`src/rtl/serial_subtractor.sv`:
```
// Bit-serial subtractor, LSB first, one bit per clock with a registered borrow.
// Start/busy/done handshake; results hold until the next accepted start.
module serial_subtractor #(
  parameter int WIDTH = 8
) (
  input  logic             clk,
  input  logic             rst,
  input  logic             start,
  input  logic [WIDTH-1:0] minuend,
  input  logic [WIDTH-1:0] subtrahend,
  output logic             busy,
  output logic             done,
  output logic [WIDTH-1:0] difference,
  output logic             borrow_out,
  output logic             overflow
);
  localparam int CW = $clog2(WIDTH);

  typedef enum logic [1:0] {IDLE, SHIFT, DONE} state_t;

  state_t         state;
  logic [WIDTH-1:0] a_sr, b_sr;
  logic [CW-1:0]  count;
  logic           borrow;
  logic           a, b, d, c_nxt;

  always_comb begin
    a     = a_sr[0];
    b     = b_sr[0];
    d     = a ^ b ^ borrow;
    c_nxt = (~a & b) | (~(a ^ b) & borrow);
  end

  always_ff @(posedge clk or posedge rst) begin
    if (rst) begin
      state      <= IDLE;
      a_sr       <= '0;
      b_sr       <= '0;
      count      <= '0;
      borrow     <= 1'b0;
      busy       <= 1'b0;
      done       <= 1'b0;
      difference <= '0;
      borrow_out <= 1'b0;
      overflow   <= 1'b0;
    end else begin
      case (state)
        IDLE: if (start) begin
          a_sr       <= minuend;
          b_sr       <= subtrahend;
          borrow     <= 1'b0;
          count      <= '0;
          difference <= '0;
          borrow_out <= 1'b0;
          overflow   <= 1'b0;
          busy       <= 1'b1;
          state      <= SHIFT;
        end
        SHIFT: begin
          difference <= {d, difference[WIDTH-1:1]};
          a_sr       <= a_sr >> 1;
          b_sr       <= b_sr >> 1;
          borrow     <= c_nxt;
          count      <= count + 1'b1;
          // On the MSB step a/b are the operand sign bits and d is the result sign.
          if (count == CW'(WIDTH-1)) begin
            state      <= DONE;
            done       <= 1'b1;
            borrow_out <= c_nxt;
            overflow   <= (a ^ b) & (d ^ a);
          end
        end
        DONE: begin
          done  <= 1'b0;
          busy  <= 1'b0;
          state <= IDLE;
        end
        default: state <= IDLE;
      endcase
    end
  end
endmodule

```
`config.mk`:
```
export PLATFORM = sky130hd
export DESIGN_NAME = serial_subtractor
export DESIGN_NICKNAME = d
export VERILOG_FILES = /design/src/rtl/serial_subtractor.sv
export SDC_FILE = /design/constraint.sdc
export NUM_CORES = 1
export LEC_CHECK = 0
export ABC_AREA = 1
export BUFFER_PORTS_ARGS = -buffer_cell sky130_fd_sc_hd__buf_2
export CAP_MARGIN = 20
export CORE_MARGIN = 1.5
export CORE_UTILIZATION = 36
export CTS_BUF_LIST = sky130_fd_sc_hd__clkbuf_4 sky130_fd_sc_hd__clkbuf_8
export CTS_CLUSTER_DIAMETER = 30
export CTS_CLUSTER_SIZE = 8
export DETAILED_ROUTE_END_ITERATION = 8
export SLEW_MARGIN = 20
export SYNTH_ARGS = -nofsm -noshare
export SYNTH_HDL_FRONTEND = slang
export SYNTH_SLANG_ARGS = --single-unit
```
`constraint.sdc`:
```
create_clock -name clk -period 3.49 [get_ports clk]
set_input_delay 0.5235 -clock clk [delete_from_list [all_inputs] [get_ports clk]]
set_output_delay 0.5235 -clock clk [all_outputs]
set_load 0.02 [all_outputs]
```
==> run_results.csv <==
group,metric,value,unit
outcome,outcome,"finished, final reports clean",
synthesis,async_flop_share,100,%
synthesis,synthesis.nets,227,
floorplanning,core_region_area,4410,µm²
synthesis,ys.flop_type,"dfrtp_1",
detailed_routing,drt_first_iter_violations,104,
placement,io_buffers,30,
timing,min_period,1.43,ns
global_route,grt_max_degree,45,
timing,maxSlewHeadroom,69.7,%
clock_tree,tritoncts,"built",
power_and_ir_drop,p_leak,0.00112,µW
clock_tree,ctsHoldBuffers,0,
timing,setup_violations,0,
detailed_routing,ant_nets,0,
finish,antennaDiodeCount,0,
detailed_routing,postRouteWirelength,3120,µm
floorplanning,ios,31,
synthesis,yosysSeqAreaShare,50.9,%
placement,hpwl,2040,µm
synthesis,avgSynthCellArea,8.19,µm²
timing,timing.final.max_slew_violations,0,
floorplanning,die_y,71.1,µm
finish,final_core_util,43.7,%
finish,layout-area-overhead-vs-synth,15.4,%
detailed_routing,vias,1323,
finish,drive_gt1_share,19.1,%
synthesis,synth_top_area_share,50.9,%
clock_tree,cts_buffers,5,
global_route,grt_use_total,13.7,%
critical_path,path_class,"reg -> reg",
timing,rsz0062_at_grt,"no",
clock_tree,ctsLongestPathBuffers,2,
detailed_routing,firstDrtPassIters,5,
job,max_cap_violations,0,
finish,fin_nets,257,
synthesis,synth_cell_types,18,
critical_path,cp-start-kind,"flip-flop",
timing,worst_slew_pin_slew,0.454,ns
clock_tree,cts_post_setup_buffers_inserted,0,
synthesis,synth_edf_count,0,
timing,finalHoldViolations,0,
placement,gp_congestion,0.770,
clock_tree,ctsResizeCount,0,
synthesis,synth_warnings,0,
hold_path,worst_hold_path_type,"in -> async",
critical_path,cp-end-kind,"flip-flop",
critical_path,crit_arrival,1.66,ns
timing,clock_skew,0.00243,ns
synthesis,synth.largest_area_cell,"dfrtp_1",
finish,n_fill_cell,434,
placement,placed_cells,279,
synthesis,synth_area,1670,µm²
global_route,grt_pass1_wl,5440,µm
floorplanning,dieWidth,71.1,µm
timing,fin_tns_setup,0,ns
synthesis,synthCells,204,
floorplanning,start_util,37.8,%
power_and_ir_drop,irDropWorstVdd,302,µV
detailed_routing,post_drt_wl_per_cell,10.9,µm
global_route,grt_pass1_vias,1240,
global_route,antenna_found_initial,0,
placement,pre_cts_ws,2.05,ns
synthesis,synth-seq-cells,34,
synthesis,synth.area.top_cells,"dfrtp_1 51%, nand2_1 12%, nand3_1 11%",
clock_tree,insertion_delay,0.29,ns
clock_tree,cts_max_level,2,
timing,fin_ws,2.06,ns
global_route,grt-ovfl-total,0,
detailed_routing,route.detailed.drc,0,
critical_path,cp_max_fo,3,
clock_tree,cts_sinks,34,
power_and_ir_drop,p_per_area,915,nW/µm²
finish,final_cell_count_no_fill,287,
clock_tree,clk_pin_slew,0.07,ns
floorplanning,die_area,5060,µm²
detailed_routing,viasPerCell,4.61,
floorplanning,rows,24,
timing,finalCritPeriodShare,41.0,%
clock_tree,cts_root_buf,"clkbuf_8",
timing,fmax,698,MHz
critical_path,required,3.72,ns
-- power by group --
group          internal (µW)  switching (µW)
registers                575            96.4
logic                    274             507
clock network            167             144
total                   1020             747
-- final timing paths --
kind                       slack, ns                    to                  from  depth (start not counted)
setup / recovery                2.06  overflow$_DFFE_PP0P_   a_sr[0]$_DFFE_PP0P_                          8
hold reg to reg                 0.50  count[0]$_DFFE_PP0P_  count[0]$_DFFE_PP0P_                          1
setup reg to reg                2.06  overflow$_DFFE_PP0P_   a_sr[0]$_DFFE_PP0P_                          8
max in group asynchronous       2.88   a_sr[2]$_DFFE_PP0P_                   rst                          3
min in group clk                0.47   b_sr[7]$_DFFE_PP0P_         subtrahend[7]                          3
hold / removal                  0.32   b_sr[2]$_DFFE_PP0P_                   rst                          3
-- registers in the layout, indices dropped and copies added, names as in the netlist --
signal,count
state,2
b_sr,8
difference,8
count,3
borrow_out,1
overflow,1
a_sr,8
borrow,1
done,1
busy,1
-- cell families after synthesis --
group,synth area share (%)
DFF,50.9
and+or+nand+nor,26.5
adders and majority gates,3.45
buffers and inverters,13.7
AOI/OAI and AO/OA,5.39
-- metrics by stage --
| step | power (µW) | hold slack (ns) | instance area (µm²) |
|---|---|---|---|
| CTS | 1790 | 0.337 | 1930 |
| global placement | 1460 | 0.476 | 1830 |
| floorplan | 1320 | 0.461 | 1670 |
| detailed placement | 1470 | 0.484 | 1830 |
| global route | 1950 | 0.379 | 1930 |
| finish | 1760 | 0.317 | 1930 |
-- layer usage --
metal  GRT usage, %  share of wire (%)
met1           18.5                 51
met2           20.2                 42
met4           6.29                2.0
met5              0                  0
met3           4.27                5.4
-- area by class of cell --
type	count	area, µm²	share of cell area, %
well taps	52	65.1	3.38
multi-input cells	118	591	30.6
clock inverters	1	5.00	0.260
inverters	44	168	8.70
flip-flops and latches	34	851	44.2
clock buffers	7	90.1	4.68
repair buffers	31	158	8.18
-- cells in the mapped netlist, types with 3 or more instances --
library cell / count
o21ai_0: 6
buf_6: 3
nand2_4: 3
nand3_1: 37
inv_1: 42
ha_1: 3
o22ai_1: 7
buf_2: 4
nor2_1: 3
nand2_1: 55
dfrtp_1: 34
-- cell usage in the layout (no fill, tap or decap) --
cell,count
nand3_1,37
fa_1,1
o21ai_0,6
clkinv_2,1
a21oi_2,1
inv_2,1
clkbuf_8,6
buf_4,1
o22ai_1,7
ha_1,3
a22oi_1,1
clkbuf_4,1
dfrtp_1,34
nand2_1,55
nand2_4,3
buf_2,30
nor2_1,3
nand4_1,1
inv_1,42
inv_4,1
-- worst max-delay path, stage by stage (launching register included) --
cell     delay (ns)
dfrtp_1        0.37
inv_1          0.09
fa_1           0.58
inv_1          0.05
nand2_1        0.05
nand2_1        0.05
nor2_1         0.08
nand2_1        0.05
nand2_1        0.05
No activity file was read; power rests on OpenSTA's default activity.
